$ cat src/rtl/if_branch_feedback_ctrl_pkg.sv
// Shared definitions for the IF branch feedback path: FSM encoding, the
// stash entry layout and the prediction encoding used by the 1-bit BHT.
package if_bp_pkg;

  // Sequencer states: normal operation, flush pulse, one-cycle bubble.
  typedef enum logic [1:0] {
    ST_RUN     = 2'd0,
    ST_FLUSH   = 2'd1,
    ST_RECOVER = 2'd2
  } bp_state_e;

  // BHT encoding of a prediction; shared with the table itself.
  localparam logic PREDICTION_TAKE  = 1'b1;
  localparam logic PREDICTION_NTAKE = 1'b0;

  // One in-flight branch as captured at fetch.
  typedef struct packed {
    logic [31:0] pc;
    logic        pred;
    logic [31:0] target;
  } stash_entry_t;

  localparam int ENTRY_W = $bits(stash_entry_t);  // 65

  // Sequential fall-through fetch address after a branch (wraps at 2^32).
  function automatic logic [31:0] fallthrough_pc(input logic [31:0] pc);
    return pc + 32'd4;
  endfunction

endpackage

$ cat src/rtl/if_branch_feedback_ctrl_if.sv
// Bundle of the IF push, EX resolve, BHT feedback and flush signals.
// The controller sits on the slave side; the pipeline/bench on the master side.
interface if_branch_feedback_ctrl_if #(
  parameter int PTR_W = 2,
  parameter int CNT_W = 16
) ();

  // IF side
  logic              if_push;
  logic [31:0]       if_push_pc;
  logic              if_push_pred;
  logic [31:0]       if_push_target;
  logic              if_ready;
  // EX side
  logic              ex_resolve;
  logic              ex_taken;
  logic [31:0]       ex_target;
  // BHT update port
  logic              pc_jmp_feedback;
  logic              pc_jmp_take;
  logic [31:0]       pc_stash_base;
  // Pipeline redirect
  logic              flush;
  logic [31:0]       flush_pc;
  // Status
  logic [PTR_W:0]    inflight_count;
  logic [CNT_W-1:0]  mispredict_cnt;
  logic              err_underflow;

  modport master (
    output if_push, if_push_pc, if_push_pred, if_push_target,
    output ex_resolve, ex_taken, ex_target,
    input  if_ready, pc_jmp_feedback, pc_jmp_take, pc_stash_base,
    input  flush, flush_pc, inflight_count, mispredict_cnt, err_underflow
  );

  modport slave (
    input  if_push, if_push_pc, if_push_pred, if_push_target,
    input  ex_resolve, ex_taken, ex_target,
    output if_ready, pc_jmp_feedback, pc_jmp_take, pc_stash_base,
    output flush, flush_pc, inflight_count, mispredict_cnt, err_underflow
  );

endinterface

$ cat src/rtl/if_bp_stash_fifo.sv
// In-order stash of predicted branches awaiting EX resolution.
// Push at tail, pop at head, synchronous clear (wins over push/pop).
module if_bp_stash_fifo
  import if_bp_pkg::*;
#(
  parameter int DEPTH = 4,
  parameter int PTR_W = 2
) (
  input  logic           clk,
  input  logic           reset,
  input  logic           i_push,
  input  stash_entry_t   i_push_entry,
  input  logic           i_pop,
  input  logic           i_clear,
  output stash_entry_t   o_head,
  output logic [PTR_W:0] o_count,
  output logic           o_full,
  output logic           o_empty
);

  localparam logic [PTR_W:0] FULL_CNT = (PTR_W+1)'(DEPTH);

  logic [ENTRY_W-1:0] r_mem [DEPTH];
  logic [PTR_W-1:0]   r_wr_ptr;
  logic [PTR_W-1:0]   r_rd_ptr;
  logic [PTR_W:0]     r_count;
  logic               w_do_push;
  logic               w_do_pop;

  // Qualify requests against occupancy so the stash can never over/underflow.
  always_comb begin
    // NOTE: every always_comb output gets a default first so no path can infer a latch.
    w_do_push = i_push && !o_full && !i_clear;
    w_do_pop  = i_pop && !o_empty && !i_clear;
  end

  // Entry storage.
  // NOTE: the data array has no reset; occupancy is tracked by the pointers/count, so stale data is never observed.
  always_ff @(posedge clk) begin
    if (w_do_push) r_mem[r_wr_ptr] <= i_push_entry;
  end

  // Pointers and occupancy; pointers wrap naturally modulo DEPTH (power of 2).
  always_ff @(posedge clk or posedge reset) begin
    // NOTE: state registers use non-blocking assignments so all flops update together at the edge.
    if (reset) begin
      r_wr_ptr <= '0;
      r_rd_ptr <= '0;
      r_count  <= '0;
    end else if (i_clear) begin
      r_wr_ptr <= '0;
      r_rd_ptr <= '0;
      r_count  <= '0;
    end else begin
      if (w_do_push) r_wr_ptr <= r_wr_ptr + PTR_W'(1);
      if (w_do_pop)  r_rd_ptr <= r_rd_ptr + PTR_W'(1);
      case ({w_do_push, w_do_pop})
        2'b10:   r_count <= r_count + (PTR_W+1)'(1);
        2'b01:   r_count <= r_count - (PTR_W+1)'(1);
        default: r_count <= r_count;
      endcase
    end
  end

  assign o_head  = stash_entry_t'(r_mem[r_rd_ptr]);
  assign o_count = r_count;
  assign o_full  = (r_count == FULL_CNT);
  assign o_empty = (r_count == '0);

endmodule

$ cat src/rtl/if_branch_feedback_ctrl.sv
// Pairs predicted branches from IF with their EX resolution, trains the BHT,
// detects mispredicts and sequences a one-cycle flush plus one bubble cycle.
module if_branch_feedback_ctrl
  import if_bp_pkg::*;
#(
  parameter int DEPTH = 4,
  parameter int PTR_W = 2,
  parameter int CNT_W = 16
) (
  input  logic                   clk,
  input  logic                   reset,
  if_branch_feedback_ctrl_if.slave bus
);

  bp_state_e        r_state, w_state_nxt;
  stash_entry_t     w_head;
  stash_entry_t     w_push_entry;
  logic [PTR_W:0]   w_count;
  logic             w_full, w_empty;
  logic             w_run, w_ready, w_push_en, w_pop_en;
  logic             w_underflow_ev, w_actual, w_mispredict;
  logic [31:0]      w_redirect_pc;

  logic             r_fb;
  logic             r_take;
  logic [31:0]      r_base;
  logic             r_flush;
  logic [31:0]      r_flush_pc;
  logic [CNT_W-1:0] r_mis_cnt;
  logic             r_err;

  assign w_push_entry = '{pc: bus.if_push_pc, pred: bus.if_push_pred, target: bus.if_push_target};

  if_bp_stash_fifo #(.DEPTH(DEPTH), .PTR_W(PTR_W)) u_stash (
    .clk          (clk),
    .reset        (reset),
    .i_push       (w_push_en),
    .i_push_entry (w_push_entry),
    .i_pop        (w_pop_en),
    .i_clear      (w_mispredict),
    .o_head       (w_head),
    .o_count      (w_count),
    .o_full       (w_full),
    .o_empty      (w_empty)
  );

  // Handshake qualification, mispredict compare and next-state selection.
  always_comb begin
    w_state_nxt    = r_state;
    w_run          = (r_state == ST_RUN);
    w_ready        = w_run && !w_full;
    w_push_en      = bus.if_push && w_ready;
    w_pop_en       = w_run && bus.ex_resolve && !w_empty;
    w_underflow_ev = w_run && bus.ex_resolve && w_empty;
    w_actual       = bus.ex_taken ? PREDICTION_TAKE : PREDICTION_NTAKE;
    w_mispredict   = w_pop_en &&
                     ((w_head.pred != w_actual) ||
                      ((w_head.pred == PREDICTION_TAKE) && bus.ex_taken &&
                       (w_head.target != bus.ex_target)));
    w_redirect_pc  = bus.ex_taken ? bus.ex_target : fallthrough_pc(w_head.pc);
    case (r_state)
      ST_RUN:     if (w_mispredict) w_state_nxt = ST_FLUSH;
      ST_FLUSH:   w_state_nxt = ST_RECOVER;
      ST_RECOVER: w_state_nxt = ST_RUN;
      default:    w_state_nxt = ST_RUN;
    endcase
  end

  // FSM state register.
  always_ff @(posedge clk or posedge reset) begin
    if (reset) r_state <= ST_RUN;
    else       r_state <= w_state_nxt;
  end

  // Registered BHT feedback, flush redirect and status counters.
  always_ff @(posedge clk or posedge reset) begin
    if (reset) begin
      r_fb       <= 1'b0;
      r_take     <= 1'b0;
      r_base     <= '0;
      r_flush    <= 1'b0;
      r_flush_pc <= '0;
      r_mis_cnt  <= '0;
      r_err      <= 1'b0;
    end else begin
      r_fb    <= w_pop_en;
      r_flush <= w_mispredict;
      if (w_pop_en) begin
        r_take <= bus.ex_taken;
        r_base <= w_head.pc;
      end
      if (w_mispredict) begin
        r_flush_pc <= w_redirect_pc;
        if (r_mis_cnt != '1) r_mis_cnt <= r_mis_cnt + CNT_W'(1);
      end
      if (w_underflow_ev) r_err <= 1'b1;
    end
  end

  assign bus.if_ready        = w_ready;
  assign bus.pc_jmp_feedback = r_fb;
  assign bus.pc_jmp_take     = r_take;
  assign bus.pc_stash_base   = r_base;
  assign bus.flush           = r_flush;
  assign bus.flush_pc        = r_flush_pc;
  assign bus.inflight_count  = w_count;
  assign bus.mispredict_cnt  = r_mis_cnt;
  assign bus.err_underflow   = r_err;

endmodule

$ cat src/flat_wrapper.sv
// flat-port wrapper written by rule: the top's interface ports become plain ports
module if_branch_feedback_ctrl_flat import if_bp_pkg::*;
#(
  parameter int DEPTH = 4,
  parameter int PTR_W = 2,
  parameter int CNT_W = 16
)
  (clk, reset, bus_if_push, bus_if_push_pc, bus_if_push_pred, bus_if_push_target, bus_ex_resolve, bus_ex_taken, bus_ex_target, bus_if_ready, bus_pc_jmp_feedback, bus_pc_jmp_take, bus_pc_stash_base, bus_flush, bus_flush_pc, bus_inflight_count, bus_mispredict_cnt, bus_err_underflow);
  if_branch_feedback_ctrl_if #(.PTR_W(PTR_W), .CNT_W(CNT_W)) bus_i ();
  input  logic clk;
  input  logic reset;
  input wire logic [$bits(bus_i.if_push)-1:0] bus_if_push;
  input wire logic [$bits(bus_i.if_push_pc)-1:0] bus_if_push_pc;
  input wire logic [$bits(bus_i.if_push_pred)-1:0] bus_if_push_pred;
  input wire logic [$bits(bus_i.if_push_target)-1:0] bus_if_push_target;
  input wire logic [$bits(bus_i.ex_resolve)-1:0] bus_ex_resolve;
  input wire logic [$bits(bus_i.ex_taken)-1:0] bus_ex_taken;
  input wire logic [$bits(bus_i.ex_target)-1:0] bus_ex_target;
  output wire logic [$bits(bus_i.if_ready)-1:0] bus_if_ready;
  output wire logic [$bits(bus_i.pc_jmp_feedback)-1:0] bus_pc_jmp_feedback;
  output wire logic [$bits(bus_i.pc_jmp_take)-1:0] bus_pc_jmp_take;
  output wire logic [$bits(bus_i.pc_stash_base)-1:0] bus_pc_stash_base;
  output wire logic [$bits(bus_i.flush)-1:0] bus_flush;
  output wire logic [$bits(bus_i.flush_pc)-1:0] bus_flush_pc;
  output wire logic [$bits(bus_i.inflight_count)-1:0] bus_inflight_count;
  output wire logic [$bits(bus_i.mispredict_cnt)-1:0] bus_mispredict_cnt;
  output wire logic [$bits(bus_i.err_underflow)-1:0] bus_err_underflow;
  assign bus_i.if_push = bus_if_push;
  assign bus_i.if_push_pc = bus_if_push_pc;
  assign bus_i.if_push_pred = bus_if_push_pred;
  assign bus_i.if_push_target = bus_if_push_target;
  assign bus_i.ex_resolve = bus_ex_resolve;
  assign bus_i.ex_taken = bus_ex_taken;
  assign bus_i.ex_target = bus_ex_target;
  assign bus_if_ready = bus_i.if_ready;
  assign bus_pc_jmp_feedback = bus_i.pc_jmp_feedback;
  assign bus_pc_jmp_take = bus_i.pc_jmp_take;
  assign bus_pc_stash_base = bus_i.pc_stash_base;
  assign bus_flush = bus_i.flush;
  assign bus_flush_pc = bus_i.flush_pc;
  assign bus_inflight_count = bus_i.inflight_count;
  assign bus_mispredict_cnt = bus_i.mispredict_cnt;
  assign bus_err_underflow = bus_i.err_underflow;
  if_branch_feedback_ctrl #(.DEPTH(DEPTH), .PTR_W(PTR_W), .CNT_W(CNT_W)) u_core (.clk(clk), .reset(reset), .bus(bus_i));
endmodule
$ cat config.mk
export PLATFORM = sky130hd
export DESIGN_NAME = if_branch_feedback_ctrl_flat
export DESIGN_NICKNAME = d
export VERILOG_FILES = /design/src/rtl/if_branch_feedback_ctrl_pkg.sv /design/src/rtl/if_branch_feedback_ctrl_if.sv /design/src/rtl/if_bp_stash_fifo.sv /design/src/rtl/if_branch_feedback_ctrl.sv /design/src/flat_wrapper.sv
export SDC_FILE = /design/constraint.sdc
export NUM_CORES = 1
export LEC_CHECK = 0
export CAP_MARGIN = 15
export CORE_UTILIZATION = 50
export CTS_BUF_LIST = sky130_fd_sc_hd__clkbuf_16
export CTS_CLUSTER_DIAMETER = 120
export CTS_CLUSTER_SIZE = 10
export DETAILED_ROUTE_END_ITERATION = 10
export MAX_ROUTING_LAYER = met4
export PLACE_DENSITY = 0.82
export SKIP_LAST_GASP = 1
export SLEW_MARGIN = 20
export SYNTH_ARGS = -nofsm -noshare
export SYNTH_HDL_FRONTEND = slang
export SYNTH_SLANG_ARGS = --single-unit
export TNS_END_PERCENT = 1
$ cat constraint.sdc
create_clock -name clk -period 8.92 [get_ports clk]
set_input_delay 0.892 -clock clk [delete_from_list [all_inputs] [get_ports clk]]
set_output_delay 0.892 -clock clk [all_outputs]
set_load 0.1 [all_outputs]
==> impl_metrics.tcl <==
set metrics [dict create \
    crit_arrival_ps 5520 \
    finalSetupViolations 0 \
    async_flop_share_pct 26.35 \
    cp_common_cell "buf_4" \
    r2r_start "u_core.u_stash.r_rd_ptr[0]" \
    r2r_cells 9 \
    grt.total_usage_pct 24.81 \
    viasPerCell 5.748 \
    grt_max_degree 78 \
    cts_resized 0 \
    peakVddDrop_uv 320.9 \
    ys_types 48 \
    synth_edf_count 260 \
    num-fill-cells 1985 \
    crit_chain "buf_4 > mux4_2 > xnor2_1 > nand4_1 > nor4_2 > a21boi_2 > o21ai_4 > and3_2 > buf_4" \
    htree_levels 2 \
    yosys.area.top_type "edfxtp_1" \
    synthFlopType "edfxtp_1" \
    max_freq_ghz 0.1862 \
    synth_nets 989 \
    die_width_um 171.9 \
    drt-total-wl_um 35020 \
    ios 190 \
    p_leak_nw 6.411 \
    cp.required_ps 9070 \
    core_sq_um 28090 \
    cts_buffer_depth 3 \
    antenna_found_initial 3 \
    synth_seq_cells 353 \
    synth.top_cells.by_area "edfxtp_1 (54%), dfrtp_1 (16%), mux4_2 (10%)" \
    grt_pass1_vias 8826 \
    die-area_sq_um 29540 \
    min_to "u_core.r_state[1]" \
    critPathLaunch "u_core.u_stash.r_rd_ptr[0]" \
    start_util_pct 51.38 \
    clock_skew_ps 18.06 \
    syn_to_final_growth_pct 24.09 \
    critPathMaxFanout 40 \
    grt_setup_unrepaired "false" \
    holdBufCountCts 0 \
    syn_area_sq_um 14430 \
    drtIter0Drc 887 \
    reg2reg_to "u_core.u_stash.r_mem[1][15]" \
    maxCapViolations 0 \
    p_per_area_nw_per_um2 386.2 \
    clock-sinks 353 \
    crit_path_start_kind "flop" \
    most-common-layout-cells "edfxtp_1 (260), clkdlybuf4s50_1 (188), nand2_1 (152)" \
    ant_nets 0 \
    cp_slowest_cell "dfrtp_4" \
    postCtsSetupBuffers 0 \
    grt_pass1_wl_um 52260 \
    tns_ps 0 \
    port_buffers 189 \
    crit_family "buffers and inverters" \
    slew_headroom_pct 32.92 \
    clk_pin_slew_worst_paths_ps 60 \
    root_buffer "clkbuf_16" \
    multi_input_area_sq_um 4063 \
    drc 0 \
    finalCritPeriodShare_pct 60.21 \
    first_pass_iters 7 \
    status "finished clean" \
    synth_top_area_share_pct 54.11 \
    wl_per_cell_um 23.36 \
    rrSetupSlack_ps 3550 \
    path_buf_inv 2 \
    clk-insertion-delay-late_ps 530 \
    place_congestion 0.8591 \
    cts_made_buffers 41 \
    layout_min_cycle_time_ps 5370 \
    die_y_um 171.9 \
    nNetsFinal 1194 \
    slew_violations 0 \
    tightest_slew_ps 1003 \
    std_cell_rows 61 \
    drive_above_1_share_pct 15.23 \
    dp_hpwl_um 22900 \
    dp.cells 1419 \
    crit_type "flop to flop" \
    cp-end-kind "flop" \
    hold_viol 0 \
    final_common_cell "edfxtp_1" \
    cts_tree "done" \
    register_area_sq_um 10140 \
    yosys_warnings 0 \
    via_count 8616 \
    synth_cells 879 \
    slowest_delay_ps 800 \
    yosysSeqAreaShare_pct 70.23 \
    grt-ovfl-total 0 \
    fin_cells 1499 \
    hold_depth 1 \
    hp-start "u_core.r_state[1]" \
    hold_path_class "flop to flop" \
    syn_avg_cell_area_sq_um 16.42 \
]
[routing by layer]
layer / track usage, % / up-vias / routed length (um)
li1: - / 3721 / -
met3: 4.990 / 82 / 3128
met5: - / - / 0
met1: 33.13 / 4336 / 13850
met4: 8.311 / 0 / 994
met2: 38.39 / 477 / 17050
[power breakdown]
| part | switching (mW) | internal [mW] | leakage, nW | total [mW] |
|---|---|---|---|---|
| clock | 0.633 | 0.851 | 0.699 | 1.48 |
| sequential | 0.209 | 2.15 | 3.50 | 2.36 |
| combinational | 2.17 | 0.900 | 2.21 | 3.07 |
| total | 3.01 | 3.91 | 6.41 | 6.92 |
[flip-flops by register name, indices dropped and copies added, names as in the netlist]
register and cells:
u_core.bus.pc_jmp_feedback 1, u_core.bus.pc_stash_base 32, u_core.bus.mispredict_cnt 16, u_core.bus.flush_pc 32, u_core.bus.flush 1, u_core.bus.err_underflow 1, u_core.u_stash.r_mem 260, u_core.u_stash.r_wr_ptr 2
u_core.u_stash.o_count 3, u_core.r_state 2, u_core.u_stash.r_rd_ptr 2, u_core.bus.pc_jmp_take 1
[stage by stage]
stage	power (mW)	hold WS [ps]	setup slack [ps]	area (sq um)	utilization, %
after CTS	6.941	428.7	3492	17890	63.69
after global routing	7.170	453.2	3223	17900	63.73
after floorplan	4.661	403.1	4263	14430	-
after detailed placement	5.446	426.4	3531	16680	59.39
after global placement	5.385	417.6	3686	16680	59.39
final	6.916	426.3	3550	17910	63.75
[cell usage after synthesis (4+ instances only)]
cell / count
and3_1: 7
buf_1: 7
buf_2: 10
buf_4: 4
buf_6: 4
clkbuf_1: 12
dfrtp_1: 93
edfxtp_1: 260
ha_1: 7
inv_1: 10
mux2_1: 7
mux2_2: 30
mux4_2: 65
nand2_1: 152
nand3_1: 18
nand4_1: 17
nor2_1: 20
nor3_1: 6
nor4_1: 7
o21ai_0: 28
o21ai_1: 6
xnor2_1: 50
xor2_1: 23
[cell type report]
type / instances / area share (%)
repair buffers: 199 / 10.98
inverters: 11 / 0.2446
multi-input cells: 478 / 22.69
flip-flops and latches: 353 / 56.63
well taps: 378 / 2.641
clock buffers: 42 / 5.870
clock inverters: 33 / 0.8804
diodes: 5 / 0.06988
[how the worst max path moves through the flow]
stage	to	slack, ps	depth (start not counted)
2_1_floorplan	u_core.u_stash.r_mem[0][0]	4260	10
4_1_cts	u_core.u_stash.r_mem[1][15]	3490	9
3_3_place_gp	u_core.u_stash.r_mem[1][13]	3690	9
6_report	u_core.u_stash.r_mem[1][15]	3550	9
3_5_place_dp	u_core.u_stash.r_mem[1][3]	3530	9
5_1_grt	u_core.u_stash.r_mem[1][15]	3220	9
[cell families (layout without fill, tap and decap cells)]
family	count (synthesis)	count (layout)	share of synthesized area, %
AOI/OAI and AO/OA	45	45	1.864
xor gates and xnor gates	73	73	4.431
adders and majority gates	8	8	0.7457
buffers and inverters	48	285	1.647
DFF	353	353	70.23
muxes	106	106	13.38
other	0	5	0
and+or+nand+nor	246	246	7.700
Power figures use the tool's default switching activity.
